===== src/rtl/pt_walker_pkg.sv =====
// Shared types and constants for the two-level page-table walker.
// PTE layout: bit0 V, bit1 R, bit2 W, bit3 X; next-level base in pte[31:10].
package pt_walker_pkg;

    localparam int VPN_W  = 10;
    localparam int OFF_W  = 12;
    localparam int PPN_W  = 20;
    localparam int FLAG_W = 4;

    localparam int PTE_V = 0;
    localparam int PTE_R = 1;
    localparam int PTE_W = 2;
    localparam int PTE_X = 3;

    typedef enum logic [2:0] {
        IDLE,
        L1_REQ,
        L1_WAIT,
        L2_REQ,
        L2_WAIT,
        RESP
    } state_t;

    // Any of R/W/X set marks a leaf; all clear points at the next table.
    function automatic logic pte_is_leaf(input logic [31:0] pte);
        return pte[PTE_R] | pte[PTE_W] | pte[PTE_X];
    endfunction

endpackage


===== src/rtl/pt_walker_pte_check.sv =====
// Combinational PTE decode shared by both walk levels: leaf/fault detection
// and the resulting PPN (zero whenever the PTE faults).
module pt_walker_pte_check
    import pt_walker_pkg::*;
(
    input  logic [31:0]      pte,
    input  logic             level2,
    input  logic [VPN_W-1:0] vpn0,
    output logic             leaf,
    output logic             fault,
    output logic [PPN_W-1:0] ppn
);

    logic reserved;
    logic misaligned;
    logic unused_pte_bits;

    assign unused_pte_bits = ^pte[11:4];

    always_comb begin
        leaf       = pte_is_leaf(pte);
        reserved   = pte[PTE_W] & ~pte[PTE_R];
        misaligned = leaf & (pte[21:12] != '0);
        // Level 2 must end in a leaf; level 1 leaves must be 4 MiB aligned.
        fault      = ~pte[PTE_V] | reserved | (level2 ? ~leaf : misaligned);
        ppn        = '0;
        if (!fault && leaf) begin
            ppn = level2 ? pte[31:12] : {pte[31:22], vpn0};
        end
    end

endmodule


===== src/rtl/pt_walker.sv =====
// Two-level page-table walker: takes a VA from the TLB, reads up to two PTEs
// over a valid/ready memory port and returns PPN, flags or a page fault.
module pt_walker
    import pt_walker_pkg::*;
#(
    parameter int                ADDR_W    = 32,
    parameter logic [ADDR_W-1:0] ROOT_BASE = 32'h0000_0400
) (
    input  logic              clk,
    input  logic              rst,
    input  logic              walk_req_valid_i,
    output logic              walk_req_ready_o,
    input  logic [ADDR_W-1:0] walk_vaddr_i,
    output logic              walk_resp_valid_o,
    input  logic              walk_resp_ready_i,
    output logic [PPN_W-1:0]  walk_ppn_o,
    output logic [FLAG_W-1:0] walk_flags_o,
    output logic              walk_fault_o,
    output logic              walk_level_o,
    output logic              mem_req_valid_o,
    input  logic              mem_req_ready_i,
    output logic [ADDR_W-1:0] mem_addr_o,
    input  logic              mem_resp_valid_i,
    output logic              mem_resp_ready_o,
    input  logic [ADDR_W-1:0] mem_data_i
);

    state_t             state_reg, state_next;
    logic [VPN_W-1:0]   vpn0_reg;
    logic [ADDR_W-1:0]  mem_addr_reg;
    logic [PPN_W-1:0]   ppn_reg;
    logic [FLAG_W-1:0]  flags_reg;
    logic               fault_reg;
    logic               level_reg;

    logic               pte_leaf;
    logic               pte_fault;
    logic [PPN_W-1:0]   pte_ppn;
    logic               in_l2;
    logic               pte_done;
    logic               unused_offset;

    assign unused_offset = ^walk_vaddr_i[OFF_W-1:0];
    assign in_l2         = (state_reg == L2_WAIT);
    assign pte_done      = pte_fault | pte_leaf;

    pt_walker_pte_check u_pte_check (
        .pte    (mem_data_i),
        .level2 (in_l2),
        .vpn0   (vpn0_reg),
        .leaf   (pte_leaf),
        .fault  (pte_fault),
        .ppn    (pte_ppn)
    );

    // Handshake outputs depend only on the state register, never on a ready input.
    assign walk_req_ready_o  = (state_reg == IDLE);
    assign mem_req_valid_o   = (state_reg == L1_REQ) || (state_reg == L2_REQ);
    assign mem_resp_ready_o  = (state_reg == L1_WAIT) || (state_reg == L2_WAIT);
    assign walk_resp_valid_o = (state_reg == RESP);
    assign mem_addr_o        = mem_addr_reg;
    assign walk_ppn_o        = ppn_reg;
    assign walk_flags_o      = flags_reg;
    assign walk_fault_o      = fault_reg;
    assign walk_level_o      = level_reg;

    always_comb begin
        state_next = state_reg;
        case (state_reg)
            IDLE:    if (walk_req_valid_i)  state_next = L1_REQ;
            L1_REQ:  if (mem_req_ready_i)   state_next = L1_WAIT;
            L1_WAIT: if (mem_resp_valid_i)  state_next = pte_done ? RESP : L2_REQ;
            L2_REQ:  if (mem_req_ready_i)   state_next = L2_WAIT;
            L2_WAIT: if (mem_resp_valid_i)  state_next = RESP;
            RESP:    if (walk_resp_ready_i) state_next = IDLE;
            default:                        state_next = IDLE;
        endcase
    end

    always_ff @(posedge clk) begin
        if (rst) begin
            state_reg    <= IDLE;
            vpn0_reg     <= '0;
            mem_addr_reg <= '0;
            ppn_reg      <= '0;
            flags_reg    <= '0;
            fault_reg    <= 1'b0;
            level_reg    <= 1'b0;
        end else begin
            state_reg <= state_next;
            case (state_reg)
                IDLE: begin
                    if (walk_req_valid_i) begin
                        vpn0_reg     <= walk_vaddr_i[OFF_W +: VPN_W];
                        mem_addr_reg <= ROOT_BASE + {{(ADDR_W-VPN_W-2){1'b0}},
                                        walk_vaddr_i[ADDR_W-1 -: VPN_W], 2'b00};
                    end
                end
                L1_WAIT, L2_WAIT: begin
                    if (mem_resp_valid_i) begin
                        if (pte_done || in_l2) begin
                            ppn_reg   <= pte_ppn;
                            flags_reg <= mem_data_i[FLAG_W-1:0];
                            fault_reg <= pte_fault;
                            level_reg <= in_l2;
                        end else begin
                            // Pointer PTE: next table base plus VPN0 word index.
                            mem_addr_reg <= {mem_data_i[31:10], 10'b0}
                                          + {{(ADDR_W-VPN_W-2){1'b0}}, vpn0_reg, 2'b00};
                        end
                    end
                end
                default: ;
            endcase
        end
    end

endmodule


===== config.mk =====
export PLATFORM = sky130hd
export DESIGN_NAME = pt_walker
export DESIGN_NICKNAME = d
export VERILOG_FILES = /design/src/rtl/pt_walker_pkg.sv /design/src/rtl/pt_walker_pte_check.sv /design/src/rtl/pt_walker.sv
export SDC_FILE = /design/constraint.sdc
export NUM_CORES = 1
export LEC_CHECK = 0
export ABC_CLOCK_PERIOD_IN_PS = 2020
export CORE_MARGIN = 2
export CORE_UTILIZATION = 44
export DETAILED_ROUTE_END_ITERATION = 12
export PLACE_DENSITY = 0.8
export SLEW_MARGIN = 20
export SYNTH_ARGS = -nofsm -noshare
export SYNTH_HDL_FRONTEND = slang
export SYNTH_SLANG_ARGS = --single-unit

===== constraint.sdc =====
create_clock -name clk -period 2.02 [get_ports clk]
set_input_delay 0.404 -clock clk [delete_from_list [all_inputs] [get_ports clk]]
set_output_delay 0.404 -clock clk [all_outputs]
set_load 0.05 [all_outputs]

== Word level (Yosys, flattened, before mapping) ==
Index checks and enable logic that the tools add are counted.
Widths: inputs -> output; s select.
Word-level totals
  register bits: 71
  bits of input ports: 70
  logic and storage cells: 60
Operators by class
  $add $sub $neg: 2
  equality and inequality tests: 13
  muxes and demuxes: 15
  bitwise logic cells: 10
  reduce and logical (&&, ||, !) cells: 13
Operators by type and width (count)
  $mux 32: 3
  $pmux 32 s2: 1
  $add 32x12->32: 1
  $mux 3: 7
  $mux 20: 1
  $pmux 3 s6: 1
  $ne 2x2->1 const B: 7
  $add 11x12->13 const A: 1
  $mux 10: 1
  $reduce_bool 10->1: 1
  $eq 3x2->1 const B: 2
  $eq 3x3->1 const B: 2
  $reduce_and 6->1: 1
  $or 1x1->1: 5
  $reduce_and 4->1: 1
  $eq 3x1->1 const B: 1
  $logic_not 3->1: 1
  $logic_or 1x1->1: 3
  $not 1->1: 3
  $reduce_and 3->1: 1
  $and 1x1->1: 2
  $ne 2x1->1 const B: 1
  $reduce_and 2->1: 1
  $reduce_bool 2->1: 1
  other kinds (4): 4

== Longest topological paths before layout ==
  depth in word-level cells: 10
  gate-level depth with buffers: 7

== By module ==
A second synthesis with hierarchy kept.
Second synthesis, totals
  cells, all modules: 467
  area total of the unflattened synthesis: 3699.8 µm²
By module, submodules not included
  pt_walker: instances 1, cells each 397, area each 3239.4 µm²
  pt_walker_pte_check: instances 1, cells each 70, area each 460.4 µm²

== Worst setup path before layout ==
No wires, ideal clock.
  path kind: flip-flop to output port
  from: register state_reg[0]
  to: output port walk_req_ready_o
  data arrival time: 1.588 ns
  data required time: 1.616 ns
  slack: 0.028 ns
  cell stages (with the launch flop): 3
  buffers on the path: 1
  path through: dfxtp_1 > clkbuf_1 > nor3_1
Between the ends
  cells in the longest elaborated chain, start to end: 1
Ends and longest elaborated chain
  from (decl): line pt_walker.sv:28  | state_t state_reg, state_next;
  from (signal assigned): line pt_walker.sv:90  | state_reg <= state_next;
  $logic_not 3->1: line pt_walker.sv:57  | assign walk_req_ready_o = (state_reg == IDLE);
  to (decl): line pt_walker.sv:12  | output logic walk_req_ready_o,
No other way between the ends.

== Worst setup path in the final report ==
  from: input port mem_data_i[10]
  to: register mem_addr_reg[25], in the netlist mem_addr_o[25]
Between the ends
  cells in the longest elaborated chain, start to end: 4
Ends and longest elaborated chain
  from (decl): line pt_walker.sv:25  | input logic [ADDR_W-1:0] mem_data_i
  $add 32x12->32: line pt_walker.sv:109  | + {{(ADDR_W-VPN_W-2){1'b0}}, vpn0_reg, 2'b00};
  $mux 32: line pt_walker.sv:101  | if (pte_done || in_l2) begin
  $mux 32: line pt_walker.sv:100  | if (mem_resp_valid_i) begin
  $pmux 32 s2: line pt_walker.sv:91  | case (state_reg)
  to (signal assigned): line pt_walker.sv:95  | mem_addr_reg <= ROOT_BASE + {{(ADDR_W-VPN_W-2){1'b0}},
  to (signal assigned): line pt_walker.sv:108  | mem_addr_reg <= {mem_data_i[31:10], 10'b0}
  to (decl): line pt_walker.sv:30  | logic [ADDR_W-1:0] mem_addr_reg;
No other way between the ends. The select of a mux whose other input is x is not followed.
A chain may end at the register's enable or synchronous reset.

==> flow_metrics.py <==
metrics = {
    "yosys": {
        "yosys_warnings": 0,
        "async_flop_share_pct": 0,
        "synthFlopType": "dfxtp_1",
        "syn_inst": 361,
        "synth_top_area_cell": "dfxtp_1",
        "netlist-cell-type-count": 62,
        "ys_ff_latch": 69,
        "yosysSeqAreaShare_pct": 41.53,
        "synth_top_cells_by_count": "69 x dfxtp_1, 46 x nand2_1, 22 x nor2_1",
        "yosysMostFrequentCell": "dfxtp_1",
        "synth_top_cell_area_share_pct": 41.53,
        "netlist_area_mm2": 0.003326,
        "syn_avg_cell_area_um2": 9.212,
        "synth_edf_count": 0,
        "synthTopCellsByArea": "dfxtp_1 42%, nand2_1 5.2%, o2bb2ai_2 4.5%, mux2i_1 3.9%, a21oi_1 2.7%",
    },
    "setup_path": {
        "crit_fanout": 5,
        "startpoint": "mem_data_i[10]",
        "worstSetupEndpoint": "mem_addr_o[25]",
        "crit_path_end_kind": "register",
        "r2r_slack_ps": 160,
        "ff2ff_path_depth": 6,
        "cp-start-kind": "primary input",
        "crit_type": "primary input to register",
        "r2r-start": "vpn0_reg[8]",
        "cp.required_ps": 2310,
        "crit_arrival_ps": 2270,
        "r2r-end": "mem_addr_o[25]",
    },
    "drt": {
        "post-route-drc-count": 0,
        "wl_per_cell_um": 16.76,
        "routed_wl_um": 10580,
        "viasPerCell": 5.631,
        "wl_met3_um": 668,
        "first_pass_iters": 4,
        "dr.max_layer_used": "met4",
        "vias": 3553,
        "drt_iter0_markers": 154,
        "wl_met1_um": 4352,
        "drtAntennaViolNets": 0,
        "wl_met2_um": 5334,
    },
    "outcome": {
        "status": "finished clean",
    },
    "floorplan": {
        "dieArea_mm2": 0.008270,
        "ios": 132,
        "die_h_um": 90.94,
        "start_util_pct": 45.61,
        "core_mm2": 0.007292,
        "rows": 31,
        "dieWidth_um": 90.94,
    },
    "layout": {
        "syn2layout_area_growth_pct": 61.81,
        "fin_cells": 631,
        "drive_gt1_share_pct": 23.12,
        "diodes": 0,
        "fillers": 544,
        "fin_nets": 602,
        "largest_reg_flops": 30,
        "multi_input_area_mm2": 0.001851,
        "seq_area_mm2": 0.001384,
        "design_area_mm2": 0.005381,
    },
    "sta": {
        "fin_skew_ps": 11.49,
        "timing.final.ws_setup_ps": 40.69,
        "hold_viol": 0,
        "tightest_slew_ps": 630.6,
        "maxSlewViolCount": 0,
        "setup_viol": 0,
        "slew-limit-headroom_pct": 57.52,
        "finalCritPeriodShare_pct": 97.99,
        "fmax_mhz": 505.2,
        "rsz0062_at_grt": "true",
        "layout_min_cycle_time_ps": 1979,
    },
    "clock_network": {
        "cts_tree": "done",
        "clockRootBuffer": "clkbuf_8",
        "insertion_delay_ps": 350,
        "cts_buffers": 9,
        "htreeDepth": 3,
        "cts.sinks": 69,
        "path_clk_slew_ps": 80,
        "cts_buffer_depth": 2,
    },
    "worst_hold_path": {
        "min_path_type": "register to register",
    },
    "placement": {
        "placed_cell_area_mm2": 0.004996,
        "dp.cells": 607,
        "post-dp-hpwl_um": 7747,
        "pre_cts_ws_ps": -535.5,
        "gp_congestion": 0.8505,
        "port_buffers": 111,
    },
    "grt": {
        "grt_pass1_wl_um": 16930,
        "antenna_found_initial": 0,
        "grt_pass1_vias": 3574,
        "grt_max_degree": 32,
        "grt_usage_pct": 25.01,
        "overflow": 0,
    },
    "flow_run": {
        "maxCapViolCount": 0,
    },
    "pwr": {
        "p_per_area_mw_per_mm2": 681.1,
        "p_leak_nw": 2.114,
        "irDropWorstVdd_v": 0.0003816,
    },
}
[metal layers]
metal  vias up  GRT usage (%)
met4         0          10.23
met3        21          4.979
met2       153          43.40
li1       1676              -
met1      1703          30.19
met5         -              0
[report_power, final]
part | switching [mW] | leakage (nW) | internal, mW
Combinational | 0.430 | 1.43 | 0.374
Sequential | 0.0434 | 0.561 | 1.41
Clock | 0.554 | 0.123 | 0.854
Total | 1.03 | 2.11 | 2.64
[kinds of logic after synthesis]
group / count (synthesis) / synth area share [%]
and+or+nand+nor: 137 / 22.12
muxes: 14 / 4.251
AOI/OAI and AO/OA: 96 / 23.29
buffers and inverters: 32 / 4.853
DFF: 69 / 41.53
other: 1 / 0.1128
adders and majority gates: 4 / 1.731
xor gates and xnor gates: 8 / 2.107
[worst min path at each step]
stage              startpoint        endpoint  slack [ps]  depth (start not counted)
2_1_floorplan     vpn0_reg[0]     vpn0_reg[0]         450                          2
3_3_place_gp   mem_addr_o[13]  mem_addr_o[13]         440                          2
3_5_place_dp   mem_addr_o[13]  mem_addr_o[13]         440                          2
4_1_cts        mem_addr_o[13]  mem_addr_o[13]         450                          2
5_1_grt         walk_ppn_o[3]   walk_ppn_o[3]         490                          1
6_report       mem_addr_o[28]  mem_addr_o[28]         460                          2
[worst max-delay path: stages]
cell and delay (ps):
clkdlybuf4s50_1 480, ha_2 200, buf_4 110, a21o_1 180, nand4_1 220, or4_1 580, nand3_1 100
[final cells by class]
type	instances	share of cell area, %
multi-input cells	261	34.39
repair buffers	184	32.83
flip-flops and latches	69	25.72
clock buffers	10	2.558
well taps	99	2.302
clock inverters	5	2.000
inverters	3	0.2093
[placed cells by master (no fill, tap or decap), drive strengths merged, types with 3 or more instances in the layout]
cell           synthesis  layout
o21ai                 11      11
nand4                  5       5
o2bb2ai               10      10
a22o                  10      10
o211ai                 7       7
o211a                  3       3
a211o                  3       3
xor2                   6       6
clkdlybuf4s50          0     105
nand3                 15      15
buf                   17      77
ha                     3       3
a21oi                 19      19
a211oi                10      10
nor2                  22      22
inv                    3       4
or4                    7       7
nand2                 46      46
dfxtp                 69      69
nor3                   7       7
bufinv                 0       3
nand2b                 5       5
and3                   5       5
a22oi                 10      10
clkbuf                12      10
nor4                   5       5
mux2i                 13      13
and4                   3       3
[through the flow]
| step | hold WS [ps] | power [mW] | util [%] | TNS (ps) |
|---|---|---|---|---|
| global placement | 437.3 | 2.229 | 68.51 | -13250 |
| CTS | 453.2 | 3.637 | 72.27 | 0 |
| finish | 459.1 | 3.665 | 73.80 | 0 |
| global route | 491.6 | 3.779 | 73.80 | -44.18 |
| detailed placement | 444.3 | 2.249 | 68.51 | -16430 |
| floorplan | 448.7 | 1.870 | - | 0 |
[timing repair]
item	in CTS	in global routing
hold buffers	0	0
resized for setup	6	12
buffers inserted	0	8
setup endpoints to repair	19	41
pin swaps	0	10
cloned	0	1
Power figures use the tool's default switching activity.
==> patch 1 (config.mk and constraints unchanged) <==
The 6 states of `state_t` get a one-hot encoding in 6 bits.
--- a/src/rtl/pt_walker_pkg.sv
+++ b/src/rtl/pt_walker_pkg.sv
@@ -12,13 +12,13 @@
     localparam int PTE_W = 2;
     localparam int PTE_X = 3;
 
-    typedef enum logic [2:0] {
-        IDLE,
-        L1_REQ,
-        L1_WAIT,
-        L2_REQ,
-        L2_WAIT,
-        RESP
+    typedef enum logic [5:0] {
+        IDLE    = 6'b000001,
+        L1_REQ  = 6'b000010,
+        L1_WAIT = 6'b000100,
+        L2_REQ  = 6'b001000,
+        L2_WAIT = 6'b010000,
+        RESP    = 6'b100000
     } state_t;
 
     // Any of R/W/X set marks a leaf; all clear points at the next table.
Behaviour: same outputs for any inputs over 10 cycles, from zero or initial values and one cycle with rst high; not proved beyond that.
==> patch 1 against the unedited design <==
  * The flow now finishes with violations (setup timing)
  * Setup slack worse by 240 ps
  * Sequential cell count rose by 3
  * Cell area rose by 11%
  * Global-route usage up 1.8 points
  * Wire length increased by 31%
  * Synthesized area rose by 10%
  * Power up 17%
  * Worst hold slack got worse by 45 ps
  * Critical path type is now reg2out
  * Highest routed layer unchanged
==> patch 1: results (changes against the unedited design) <==
| Metric | Value |
|---|---|
| Outcome | finished with violations |
| Failing checks | setup timing |
| Yosys cell types | 49 (-21%) |
| Post-Synth Adder-Cell Area | 1.57% (-0.16 points) |
| Setup WS post-layout | -197 ps (-237 ps) |
| Reg2reg end | state_reg[0] |
| Largest net degree at the start of global routing | 27 (-16%) |
| Met1 Use GR | 32.6% (+2.4 points) |
| Critical Path Sink | mem_req_valid_o |
| Multi-input logic area | 2230 sq um (+21%) |
| Seq/Total Area, Yosys | 39.4% (-2.2 points) |
| HP Start | rst |
| R2R setup slack | 50 ps (-110 ps) |
| Met3 usage | 5.30% (+0.32 points) |
| Synth Area in Compound Gates | 19.1% (-4.2 points) |
| 1st-pass router iterations | 5 (+1) |
| Proportion of layout cells with a drive suffix above 1 | 26.5% (+3.4 points) |
| Internal Power | 2.89 mW (+9.6%) |
| GPL Wtd Cong | 0.889 (+4.6%) |
| Hold Path Class | in2reg |
| Slew HR | 66.4% (+8.9 points) |
| GRT Util Overall | 26.8% (+1.8 points) |
| Setup crit start | state_reg[2] |
| Synth Instances | 447 (+24%) |
| Endpoints failing setup | 19 (+19) |
| Number of global-route vias before repair | 3988 (+12%) |
| Most frequent cells after synthesis | dfxtp_1 (72), nand2_1 (70), a21oi_1 (67) |
| Fin nets | 691 (+15%) |
| Vias per Instance | 5.94 (+5.5%) |
| Wl on met1 | 5320 microns (+22%) |
| GR Util met2 | 44.2% (+0.85 points) |
[patch 1: cell count changes after synthesis, moves of 8 or more]
cell       change
a21oi_1       +49
nand3_1       +25
nand2_1       +24
mux2i_1       -13
a22oi_1       -10
mux2_2        +10
o21ai_0       +10
o2bb2ai_2     -10
a211oi_1       -9
a311oi_1       +9
clkbuf_1       +8
nand4_1        +8
xnor2_1        +8
[patch 1: area by class of cell]
class / count / area share (%)
Multi-Input combinational cell: 333 / 37.4
Timing Repair Buffer: 196 / 31.6
Sequential cell: 72 / 24.4
Tap cell: 105 / 2.20
Clock buffer: 9 / 2.07
Clock inverter: 7 / 2.01
Inverter: 5 / 0.398
[patch 1: what timing repair did]
item	CTS	global route
setup buffers	6	17
setup endpoints to repair	14	46
pin swaps	9	21
gates cloned	0	3
gates resized for setup	22	45
[patch 1: worst max-delay path, cell delays in order (launching register included)]
cell	delay [ps]
dfxtp_4	350
or3_4	380
or4b_4	510
nand2_4	90
buf_12	130
==> patch 2 (config.mk and constraints unchanged) <==
Without the edit above. Put one more register stage on the output `walk_flags_o`, cleared by the reset. The value now appears one clock later. The other outputs are not delayed to match.
--- a/src/rtl/pt_walker.sv
+++ b/src/rtl/pt_walker.sv
@@ -60,7 +60,13 @@
     assign walk_resp_valid_o = (state_reg == RESP);
     assign mem_addr_o        = mem_addr_reg;
     assign walk_ppn_o        = ppn_reg;
-    assign walk_flags_o      = flags_reg;
+    always_ff @(posedge clk) begin
+        if (rst) begin
+            walk_flags_o <= '0;
+        end else begin
+            walk_flags_o <= flags_reg;
+        end
+    end
     assign walk_fault_o      = fault_reg;
     assign walk_level_o      = level_reg;
 
Function: changed (a bounded check fails within 4 cycles, from zero or initial values and one cycle with rst high).
==> patch 2 against the unedited design <==
  * Setup slack improved by 7.1 ps
  * Sequential cell count increased by 4
  * First-iteration DRC count increased by 58%
  * Power decreased by 3.6%
  * Final cell count increased by 8.1%
  * Synthesized area increased by 5.3%
  * Register-to-register slack got worse by 30 ps
  * Cell area increased by 2.1%
  * Wire length increased by 9.4%
  * Non-clock buffer count decreased by 3
  * Clock power decreased by 19%
  * Critical path type unchanged
  * Largest power group unchanged
==> patch 2: results (changes against the unedited design) <==
| Metric | Value |
|---|---|
| Outcome | finished, final reports clean |
| Arr. time, crit path | 2180 ps (-90 ps) |
| Worst slack at placement | -504 ps (+31.4 ps) |
| Worst hold slack | 454 ps (-4.71 ps) |
| CP max stage cell | clkdlybuf4s50_1 |
| Power in sequential cells | 1.54 mW (+6%) |
| Wire length per cell | 17.0 microns (+1.2%) |
| Clk tree area frac | 3.53% (-1.0 points) |
| Slew HR | 62.5% (+5.0 points) |
| Peak VDD IR | 0.000436 V (+14%) |
| PostCTS Resize Cnt | 20 (+14) |
| Routed length on met3 | 855 microns (+28%) |
| Non-clock buffer share | 31.1% (-1.8 points) |
| Yosys cell types | 47 (-24%) |
| Nonclk buf count | 181 (-1.6%) |
| Fin crit share | 97.6% (-0.35 points) |
| Internal Power | 2.46 mW (-6.9%) |
| Sequential cell area | 1460 sq um (+5.7%) |
| Synth area leaders | dfxtp_1 (42%), nand2_1 (8.3%), a21oi_1 (7.7%) |
| Met3 usage | 6.20% (+1.2 points) |
| Total power | 3.53 mW (-3.6%) |
| R2R setup slack | 130 ps (-30 ps) |
| Proportion of layout cells with a drive suffix above 1 | 19.8% (-3.3 points) |
| Non-filler cells, final | 682 (+8.1%) |
| CP max stage delay | 460 ps (-120 ps) |
| Total leakage power | 2.15 nW (+1.5%) |
| Clk sinks | 73 (+5.8%) |
| Wl on met1 | 4540 microns (+4.3%) |
| Multi-input logic area | 1960 sq um (+5.7%) |
| Placed cells | 664 (+9.4%) |
| GRT Util Overall | 26.9% (+1.9 points) |
| Most frequent cells after synthesis | nand2_1 (77), dfxtp_1 (73), a21oi_1 (54) |
| Vias per Instance | 5.68 (+0.88%) |
| Largest net degree at the start of global routing | 37 (+16%) |
-- patch 2: cell types whose count changed after synthesis, moves of 9 or more --
cell / before / now
inv_1: 3 / 13
nand2_1: 46 / 77
a21oi_1: 18 / 54
nor2_1: 22 / 8
o2bb2ai_2: 10 / 0
a22oi_1: 10 / 0
or4_1: 7 / 20
clkbuf_1: 12 / 21
-- patch 2: final timing paths --
kind,from,to,cells after the start
setup reg to reg,vpn0_reg[8],mem_addr_o[30],7
setup / recovery,mem_data_i[11],mem_addr_o[15],7
hold reg to reg,flags_reg[3],flags_reg[3],2
hold / removal,flags_reg[3],flags_reg[3],2
-- patch 2: cell families after synthesis --
family                   after synthesis  synth area share [%]
flip-flops                            73                  41.7
AO/OA/AOI/OAI                        103                  19.4
other                                  1                 0.107
buffers and inverters                 46                  5.75
XOR/XNOR                              13                  3.25
multiplexers                          11                  3.15
adder cells (fa/ha/maj)                4                  1.64
AND/OR/NAND/NOR                      165                  25.0
